### config.mk
export PLATFORM = sky130hd
export DESIGN_NAME = fetch_sequencer_flat
export DESIGN_NICKNAME = d
export VERILOG_FILES = /design/src/rtl/fetch_sequencer_if.sv /design/src/rtl/fetch_sequencer.sv /design/src/flat_wrapper.sv
export SDC_FILE = /design/constraint.sdc
export NUM_CORES = 1
export LEC_CHECK = 0
export CAP_MARGIN = 0
export CORE_UTILIZATION = 45
export DETAILED_ROUTE_END_ITERATION = 6
export GPL_TIMING_DRIVEN = 0
export PLACE_DENSITY = 0.88
export SKIP_LAST_GASP = 1
export SLEW_MARGIN = 15
export SYNTH_ARGS = -nofsm -noshare
export SYNTH_HDL_FRONTEND = slang
export SYNTH_SLANG_ARGS = --single-unit
### constraint.sdc
create_clock -name clk -period 3.22 [get_ports clk]
set_input_delay 0.483 -clock clk [delete_from_list [all_inputs] [get_ports clk]]
set_output_delay 0.483 -clock clk [all_outputs]
set_load 0.01 [all_outputs]
### src/rtl/fetch_sequencer_if.sv
// Bundle between the fetch sequencer, the memory address register and the
// execute side of the control unit.
//
// Handshakes:
//   - mar_load is a one-cycle strobe with no back-pressure: the MAR captures
//     memory[address] at the end of that cycle and presents it on
//     instruction one cycle later.
//   - ir_valid/exec_done form a valid/done pair. ir_valid rises with a fresh
//     ir and stays high, with ir, pc and address frozen, until exec_done is
//     sampled high in the same cycle. jump_en, jump_addr and halt only count
//     in that cycle. exec_done while ir_valid is low is ignored.
//   - start is only looked at while the sequencer is idle.
interface fetch_sequencer_if #(
    parameter int ADDR_W = 8,
    parameter int DATA_W = 8
);
    logic              start;
    logic [ADDR_W-1:0] address;
    logic              mar_load;
    logic [DATA_W-1:0] instruction;
    logic [DATA_W-1:0] ir;
    logic              ir_valid;
    logic              exec_done;
    logic              jump_en;
    logic [ADDR_W-1:0] jump_addr;
    logic              halt;
    logic              halted;
    logic [ADDR_W-1:0] pc;
    logic [2:0]        fsm_state;

    // Sequencer side.
    modport master (
        input  start,
        input  instruction,
        input  exec_done,
        input  jump_en,
        input  jump_addr,
        input  halt,
        output address,
        output mar_load,
        output ir,
        output ir_valid,
        output halted,
        output pc,
        output fsm_state
    );

    // MAR / execute / debug side.
    modport slave (
        output start,
        output instruction,
        output exec_done,
        output jump_en,
        output jump_addr,
        output halt,
        input  address,
        input  mar_load,
        input  ir,
        input  ir_valid,
        input  halted,
        input  pc,
        input  fsm_state
    );
endinterface

### src/rtl/fetch_sequencer.sv
// Fetch sequencer: owns the program counter, strobes the MAR, loads the
// instruction register one cycle later and holds it until the execute side
// reports completion, then applies halt/jump and starts the next fetch.
// All outputs except mar_load come straight from registers; mar_load is a
// pure decode of the state register.
module fetch_sequencer #(
    parameter int                ADDR_W       = 8,
    parameter int                DATA_W       = 8,
    parameter logic [ADDR_W-1:0] RESET_VECTOR = '0
) (
    input logic               clk,
    input logic               rst,
    fetch_sequencer_if.master bus
);

    localparam logic [2:0] S_IDLE  = 3'd0;
    localparam logic [2:0] S_FETCH = 3'd1;
    localparam logic [2:0] S_WAIT  = 3'd2;
    localparam logic [2:0] S_EXEC  = 3'd3;
    localparam logic [2:0] S_HALT  = 3'd4;

    logic [2:0]        state_q,    state_d;
    logic [ADDR_W-1:0] pc_q,       pc_d;
    logic [ADDR_W-1:0] addr_q,     addr_d;
    logic [DATA_W-1:0] ir_q,       ir_d;
    logic              ir_valid_q, ir_valid_d;
    logic              halted_q,   halted_d;

    // Next-state and datapath update; every register holds by default.
    always_comb begin
        state_d    = state_q;
        pc_d       = pc_q;
        addr_d     = addr_q;
        ir_d       = ir_q;
        ir_valid_d = ir_valid_q;
        halted_d   = halted_q;

        case (state_q)
            S_IDLE: begin
                if (bus.start) begin
                    state_d = S_FETCH;
                end
            end

            // The strobe is decoded from this state; address already
            // equals pc here because it is only ever loaded alongside pc.
            S_FETCH: begin
                state_d = S_WAIT;
            end

            // MAR output is valid now: latch it and advance pc. address is
            // deliberately left on the fetched location until completion.
            S_WAIT: begin
                ir_d       = bus.instruction;
                ir_valid_d = 1'b1;
                pc_d       = pc_q + ADDR_W'(1);
                state_d    = S_EXEC;
            end

            // Halt outranks jump; a plain completion refetches at the
            // already-incremented pc.
            S_EXEC: begin
                if (bus.exec_done) begin
                    ir_valid_d = 1'b0;
                    if (bus.halt) begin
                        halted_d = 1'b1;
                        state_d  = S_HALT;
                    end else if (bus.jump_en) begin
                        pc_d    = bus.jump_addr;
                        addr_d  = bus.jump_addr;
                        state_d = S_FETCH;
                    end else begin
                        addr_d  = pc_q;
                        state_d = S_FETCH;
                    end
                end
            end

            // Sticky until reset.
            S_HALT: begin
                state_d = S_HALT;
            end

            // Unused encodings fall back to idle.
            default: begin
                state_d    = S_IDLE;
                ir_valid_d = 1'b0;
                halted_d   = 1'b0;
            end
        endcase
    end

    // State registers with synchronous reset that overrides everything.
    always_ff @(posedge clk) begin
        if (rst) begin
            state_q    <= S_IDLE;
            pc_q       <= RESET_VECTOR;
            addr_q     <= RESET_VECTOR;
            ir_q       <= '0;
            ir_valid_q <= 1'b0;
            halted_q   <= 1'b0;
        end else begin
            state_q    <= state_d;
            pc_q       <= pc_d;
            addr_q     <= addr_d;
            ir_q       <= ir_d;
            ir_valid_q <= ir_valid_d;
            halted_q   <= halted_d;
        end
    end

    assign bus.mar_load  = (state_q == S_FETCH);
    assign bus.address   = addr_q;
    assign bus.pc        = pc_q;
    assign bus.ir        = ir_q;
    assign bus.ir_valid  = ir_valid_q;
    assign bus.halted    = halted_q;
    assign bus.fsm_state = state_q;

endmodule

### src/flat_wrapper.sv
// flat-port wrapper written by rule: the top's interface ports become plain ports
module fetch_sequencer_flat 
#(
    parameter int                ADDR_W       = 8,
    parameter int                DATA_W       = 8,
    parameter logic [ADDR_W-1:0] RESET_VECTOR = '0
)
  (clk, rst, bus_start, bus_instruction, bus_exec_done, bus_jump_en, bus_jump_addr, bus_halt, bus_address, bus_mar_load, bus_ir, bus_ir_valid, bus_halted, bus_pc, bus_fsm_state);
  fetch_sequencer_if #(.ADDR_W(ADDR_W), .DATA_W(DATA_W)) bus_i ();
  input logic clk;
  input logic rst;
  input wire logic [$bits(bus_i.start)-1:0] bus_start;
  input wire logic [$bits(bus_i.instruction)-1:0] bus_instruction;
  input wire logic [$bits(bus_i.exec_done)-1:0] bus_exec_done;
  input wire logic [$bits(bus_i.jump_en)-1:0] bus_jump_en;
  input wire logic [$bits(bus_i.jump_addr)-1:0] bus_jump_addr;
  input wire logic [$bits(bus_i.halt)-1:0] bus_halt;
  output wire logic [$bits(bus_i.address)-1:0] bus_address;
  output wire logic [$bits(bus_i.mar_load)-1:0] bus_mar_load;
  output wire logic [$bits(bus_i.ir)-1:0] bus_ir;
  output wire logic [$bits(bus_i.ir_valid)-1:0] bus_ir_valid;
  output wire logic [$bits(bus_i.halted)-1:0] bus_halted;
  output wire logic [$bits(bus_i.pc)-1:0] bus_pc;
  output wire logic [$bits(bus_i.fsm_state)-1:0] bus_fsm_state;
  assign bus_i.start = bus_start;
  assign bus_i.instruction = bus_instruction;
  assign bus_i.exec_done = bus_exec_done;
  assign bus_i.jump_en = bus_jump_en;
  assign bus_i.jump_addr = bus_jump_addr;
  assign bus_i.halt = bus_halt;
  assign bus_address = bus_i.address;
  assign bus_mar_load = bus_i.mar_load;
  assign bus_ir = bus_i.ir;
  assign bus_ir_valid = bus_i.ir_valid;
  assign bus_halted = bus_i.halted;
  assign bus_pc = bus_i.pc;
  assign bus_fsm_state = bus_i.fsm_state;
  fetch_sequencer #(.ADDR_W(ADDR_W), .DATA_W(DATA_W), .RESET_VECTOR(RESET_VECTOR)) u_core (.clk(clk), .rst(rst), .bus(bus_i));
endmodule
==> results of run 1 <==
cells by family after synthesis:
kind of cell / count (synthesis) / synth area share
mux: 8 / 0.0550
simple gates: 63 / 0.213
compound gates: 57 / 0.255
flops: 29 / 0.393
buf+inv: 18 / 0.0761
fa+ha+maj: 1 / 0.00846
layout by cell type, fill, tap and decap left out, types with 2 or more instances in the layout:
| cell | n |
|---|---|
| a211oi_1 | 4 |
| a211oi_2 | 3 |
| a21bo_2 | 2 |
| a21oi_1 | 18 |
| a31oi_1 | 2 |
| a41oi_1 | 2 |
| buf_2 | 3 |
| buf_6 | 5 |
| clkbuf_1 | 4 |
| clkbuf_4 | 5 |
| clkdlybuf4s50_1 | 51 |
| dfxtp_1 | 29 |
| inv_1 | 5 |
| mux2i_1 | 7 |
| nand2_1 | 18 |
| nand2b_1 | 3 |
| nand3_1 | 2 |
| nor2_1 | 24 |
| nor3_1 | 3 |
| nor4_1 | 3 |
| o21ai_0 | 14 |
| o21ai_1 | 3 |
critical path: cells and delay by family (launching register included):
family / cells / cell delay [ns]
buffers and inverters: 2 / 0.66
flip-flops: 1 / 0.33
AND/OR/NAND/NOR: 2 / 0.23
report_power, final:
group | internal [mW] | switching (mW)
sequential | 0.376 | 0.0133
combinational | 0.0959 | 0.0924
clock | 0.184 | 0.136
total | 0.656 | 0.242
path summary, 6_finish.rpt:
check / from / endpoint / slack (ns) / cells after the start
worst max register to register: u_core.bus.pc[0]$_SDFFE_PP0P_ / u_core.bus.pc[4]$_SDFFE_PP0P_ / 1.74 / 5
worst min-delay path: u_core.bus.ir[2]$_SDFFE_PP0P_ / u_core.bus.ir[2]$_SDFFE_PP0P_ / 0.48 / 2
worst min register to register: u_core.bus.ir[2]$_SDFFE_PP0P_ / u_core.bus.ir[2]$_SDFFE_PP0P_ / 0.48 / 2
worst max-delay path: u_core.bus.fsm_state[2]$_SDFFE_PP0P_ / bus_mar_load / 1.18 / 4
synth_stat cells (all sizes together):
master  instances  share of area
dfxtp          29           0.39
nor2           25          0.069
a21oi          19          0.067
nand2          18          0.046
o21ai          17          0.058
buf             9          0.053
a211oi          7          0.046
mux2i           7          0.047
inv             5          0.013
clkbuf          4          0.010
nand2b          4          0.022
nor3            4          0.021
nor4            4          0.021
a21bo           2          0.014
a311oi          2          0.016
a31oi           2         0.0085
a41oi           2          0.012
nand3           2         0.0068
a211o           1         0.0059
a21o            1         0.0051
a22oi           1         0.0051
and2            1         0.0042
and3            1         0.0042
and3b           1         0.0059
ha              1         0.0085
mux2            1         0.0076
nand3b          1         0.0051
nand4           1         0.0042
o211ai          1         0.0051
o221a           1         0.0076
o32ai           1         0.0059
or3             1         0.0042
through the flow:
stage	total power, mW	area, um2
after floorplan	0.500	1480
after global placement	0.582	2040
after detailed placement	0.585	2040
after CTS	0.907	2130
after global routing	0.954	2130
final	0.898	2130
cell type report:
| cell class | count | area [um2] | area share |
|---|---|---|---|
| clock inverters | 2 | 37.5 | 0.0176 |
| inverters | 5 | 18.8 | 0.00880 |
| well taps | 44 | 55.1 | 0.0258 |
| clock buffers | 6 | 51.3 | 0.0240 |
| repair buffers | 51 | 510 | 0.239 |
| multi-input cells | 129 | 786 | 0.368 |
| plain buffers | 13 | 93.8 | 0.0440 |
| flip-flops and latches | 29 | 581 | 0.272 |
layer usage:
layer / track usage / up-vias
met2: 0.348 / 46
met3: 0.0633 / 7
met1: 0.278 / 678
met5: 0 / -
li1: - / 745
met4: 0.116 / 0
sequential cells by signal (all words and copies together), names as in the netlist:
signal	flops
u_core.bus.address	8
u_core.bus.halted	1
u_core.bus.ir_valid	1
u_core.bus.fsm_state	3
u_core.bus.ir	8
u_core.bus.pc	8
==> results.sh, run 1 <==
export IMPL_run_status="finished clean"
export IMPL_place_inst=271
export IMPL_synth_seq_cells=29
export IMPL_yosysWarnings=0
export IMPL_hold_violations=0
export IMPL_drive_above_1_share=0.128
export IMPL_holdWs_ns=0.483
export IMPL_postCtsHoldBufs=0
export IMPL_max_slew_worst_pin_slew_ns=0.554
export IMPL_cts_inserted_buffers=5
export IMPL_pre_cts_slack_ns=1.18
export IMPL_firstDrtPassIters=4
export IMPL_clockRootBuffer="clkbuf_4"
export IMPL_fin_cells=279
export IMPL_cp_data_required_time_ns=2.74
export IMPL_nFillCells=287
export IMPL_die_area_um2=3520
export IMPL_wl_met1_um=1590
export IMPL_layout_setup_ws_ns=1.18
export IMPL_ys_seq_area_frac=0.393
export IMPL_antenna_left=0
export IMPL_numPortBuffers=51
export IMPL_n_antenna_cell=0
export IMPL_fin_skew_ns=0.00222
export IMPL_layout_nets=257
export IMPL_fin_crit_ns=2.04
export IMPL_clkSlewWorstSetupHoldPaths_ns=0.10
export IMPL_gr_total_overflow=0
export IMPL_ctsHtreeMaxLevel=2
export IMPL_routabilityCongestion=0.838
export IMPL_first_global_vias=1352
export IMPL_vdd_drop_max_uv=208
export IMPL_path_class="reg2out"
export IMPL_fmax_ghz=0.490
export IMPL_synth_nets=199
export IMPL_routed_wl_um=3520
export IMPL_setup_viol=0
export IMPL_p_per_area_nw_per_um2=421
export IMPL_area_growth_syn_to_layout_pct=44.2
export IMPL_post_cts_resized=0
export IMPL_ys_types=42
export IMPL_grt_max_degree=11
export IMPL_p_leak_nw=0.746
export IMPL_crit_slowest_cell="clkdlybuf4s50_1"
export IMPL_die_width_um=59.3
export IMPL_ios=52
export IMPL_num_vias=1476
export IMPL_vias_per_cell=5.29
export IMPL_cp_data_arrival_time_ns=1.56
export IMPL_path_cells="buf_6, nand2b_4, nor2_1, clkdlybuf4s50_1"
export IMPL_clock_sinks=29
export IMPL_start_util=0.480
export IMPL_wl_met2_um=1670
export IMPL_maxUsedRoutingLayer="met4"
export IMPL_cp_slowest_stage_delay_ns=0.53
export IMPL_insertion_delay_ns=0.33
export IMPL_post_cts_setup_buffers=0
export IMPL_cts_tree="done"
export IMPL_core_area_um2=3080
export IMPL_grtUsageTotal=0.223
export IMPL_routed_wl_met3_um=186
export IMPL_max_cap_viol_count=0
export IMPL_die_y_um=59.3
export IMPL_initialDrtViolationCount=52
export IMPL_postSynthAreaPerCell_um2=8.40
export IMPL_synth_area_um2=1480
export IMPL_cp_start_kind="register"
export IMPL_wl_per_cell_um=12.6
export IMPL_grt_pass1_wl_um=5820
export IMPL_rows=20
export IMPL_fin_crit_sh=0.634
export IMPL_drc=0
export IMPL_rsz0062_at_grt="false"
export IMPL_antenna_found_initial=0
export IMPL_tns_ns=0
export IMPL_finalMaxSlewViolations=0
export IMPL_syn_inst=176
export IMPL_utilization=0.693
export IMPL_place_hpwl_um=2500
export IMPL_cp_end_kind="output pin"
export IMPL_slew_headroom=0.630
export IMPL_clock_path_buffers=2
export IMPL_hold_path_class="reg2reg"
export IMPL_critical_path_max_fanout=9
No activity file was read; power rests on OpenSTA's default activity.
==> run 2: changes to the inputs <==
- CORE_UTILIZATION: 45 -> 44
- PLACE_DENSITY: 0.88 -> 0.86
- clock period: 3.22 -> 2.1 ns (I/O delays scaled with it)
==> run 2 against run 1 <==
Compared with the run above: global-route usage fell by 0.51 points; worst hold slack got worse by 0.0050 ns; via count rose by 0.75%; critical path type unchanged; largest power group unchanged.
==> results.sh, run 2 (same netlist as run 1, synthesis figures left out) <==
export IMPL_vdd_drop_max_uv=305
export IMPL_layout_nets=257
export IMPL_cp_start_kind="register"
export IMPL_cp_data_required_time_ns=1.78
export IMPL_gr_total_overflow=0
export IMPL_hp_start="u_core.bus.ir[1]$_SDFFE_PP0P_"
export IMPL_clkSlewWorstSetupHoldPaths_ns=0.09
export IMPL_clock_path_buffers=2
export IMPL_numPortBuffers=51
export IMPL_antenna_found_initial=0
export IMPL_initialDrtViolationCount=65
export IMPL_die_y_um=60.0
export IMPL_p_leak_nw=0.743
export IMPL_firstDrtPassIters=4
export IMPL_slew_headroom=0.653
export IMPL_r2r_end="u_core.bus.pc[6]$_SDFFE_PP0P_"
export IMPL_clock_sinks=29
export IMPL_fin_crit_ns=1.88
export IMPL_drc=0
export IMPL_hold_path_class="reg2reg"
export IMPL_grtUsageTotal=0.218
export IMPL_routabilityCongestion=0.804
export IMPL_drive_above_1_share=0.128
export IMPL_p_int_mw=0.917
export IMPL_rows=20
export IMPL_final_common_cell="clkdlybuf4s50_1"
export IMPL_antenna_left=0
export IMPL_max_slew_worst_pin_slew_ns=0.520
export IMPL_n_antenna_cell=0
export IMPL_finalPower_mw=1.28
export IMPL_cp_end_kind="output pin"
export IMPL_path_cells="buf_6, nand2b_4, nor2_1, clkdlybuf4s50_1"
export IMPL_p_per_area_nw_per_um2=606
export IMPL_postCtsHoldBufs=0
export IMPL_core_area_um2=3130
export IMPL_post_cts_setup_buffers=0
export IMPL_p_comb_frac=0.226
export IMPL_grt_max_degree=11
export IMPL_fin_crit_sh=0.897
export IMPL_reg2regPathDepth=5
export IMPL_crit_slowest_cell="clkdlybuf4s50_1"
export IMPL_r2r_start="u_core.bus.pc[0]$_SDFFE_PP0P_"
export IMPL_r2r_slack_ns=0.60
export IMPL_clockRootBuffer="clkbuf_4"
export IMPL_fin_skew_ns=0.00907
export IMPL_hold_depth=2
export IMPL_cts_tree="done"
export IMPL_num_vias=1487
export IMPL_clkPwrFrac=0.308
export IMPL_fmax_ghz=0.531
export IMPL_cts_inserted_buffers=5
export IMPL_hold_violations=0
export IMPL_grt_pass1_wl_um=5730
export IMPL_vias_per_cell=5.33
export IMPL_hold_path_endpoint="u_core.bus.ir[1]$_SDFFE_PP0P_"
export IMPL_max_cap_viol_count=0
export IMPL_cp_data_arrival_time_ns=1.57
export IMPL_rsz0062_at_grt="false"
export IMPL_post_cts_resized=0
export IMPL_first_global_vias=1273
export IMPL_p_switching_mw=0.364
export IMPL_cp_slowest_stage_delay_ns=0.53
export IMPL_area_growth_syn_to_layout_pct=43.0
export IMPL_routed_wl_um=3570
export IMPL_place_hpwl_um=2560
export IMPL_netSwitchingFraction=0.284
export IMPL_die_area_um2=3600
export IMPL_dpl_cell_area_um2=2040
export IMPL_final_cell_mix="clkdlybuf4s50_1 (51), dfxtp_1 (29), nor2_1 (24)"
export IMPL_path_class="reg2out"
export IMPL_ctsHtreeMaxLevel=2
export IMPL_run_status="finished clean"
export IMPL_p_seq_frac=0.466
export IMPL_start_util=0.473
export IMPL_critical_path_max_fanout=9
export IMPL_insertion_delay_ns=0.34
export IMPL_wl_per_cell_um=12.8
export IMPL_ios=52
export IMPL_final_area_um2=2110
export IMPL_setup_viol=0
export IMPL_die_width_um=60.0
export IMPL_tns_ns=0
export IMPL_finalMaxSlewViolations=0
-- run 2: power groups by stage --
stage | Combinational [mW] | Sequential [mW] | Clock, mW
2_1_floorplan | 0.146 | 0.620 | 0
3_3_place_gp | 0.285 | 0.609 | 0
3_5_place_dp | 0.287 | 0.610 | 0
4_1_cts | 0.289 | 0.598 | 0.400
5_1_grt | 0.316 | 0.601 | 0.425
6_report | 0.289 | 0.598 | 0.395
-- run 2: worst max-delay path by stage --
| stage | end | depth (start not counted) | slack [ns] | startpoint |
|---|---|---|---|---|
| 5_1_grt | bus_mar_load | 4 | 0.15 | u_core.bus.fsm_state[2]$_SDFFE_PP0P_ |
| 2_1_floorplan | u_core.bus.address[4]$_SDFFE_PP0P_ | 6 | 0.77 | u_core.bus.fsm_state[2]$_SDFFE_PP0P_ |
| 3_3_place_gp | u_core.bus.halted$_SDFFE_PP0P_ | 4 | 0.23 | rst |
| 6_report | bus_mar_load | 4 | 0.22 | u_core.bus.fsm_state[2]$_SDFFE_PP0P_ |
| 4_1_cts | bus_mar_load | 4 | 0.21 | u_core.bus.fsm_state[2]$_SDFFE_PP0P_ |
| 3_5_place_dp | u_core.bus.halted$_SDFFE_PP0P_ | 4 | 0.21 | rst |
-- run 2: routing by layer --
metal,vias up,share of wire,track usage
li1,746,-,-
met4,0,0.019,0.0897
met3,8,0.059,0.0693
met1,679,0.46,0.272
met2,54,0.46,0.346
met5,-,0,0
-- run 2: worst max-delay path, delay by kind of cell (launching register included) --
family	cells	cell delay (ns)
DFF	1	0.33
and+or+nand+nor	2	0.23
buffers and inverters	2	0.66
-- run 2: through the flow --
step	instances	util	setup slack, ns	hold WS (ns)
finish	279	0.676	0.216	0.478
floorplan	176	-	0.767	0.451
global route	279	0.676	0.148	0.510
detailed placement	271	0.654	0.208	0.468
CTS	279	0.676	0.208	0.481
global placement	271	0.654	0.227	0.464
-- run 2: layout make-up --
type,instances,area [um2]
plain buffers,13,93.8
fillers,267,1010
well taps,44,55.1
inverters,5,18.8
multi-input cells,129,786
clock buffers,7,65.1
flip-flops and latches,29,581
repair buffers,51,510
clock inverters,1,5.00
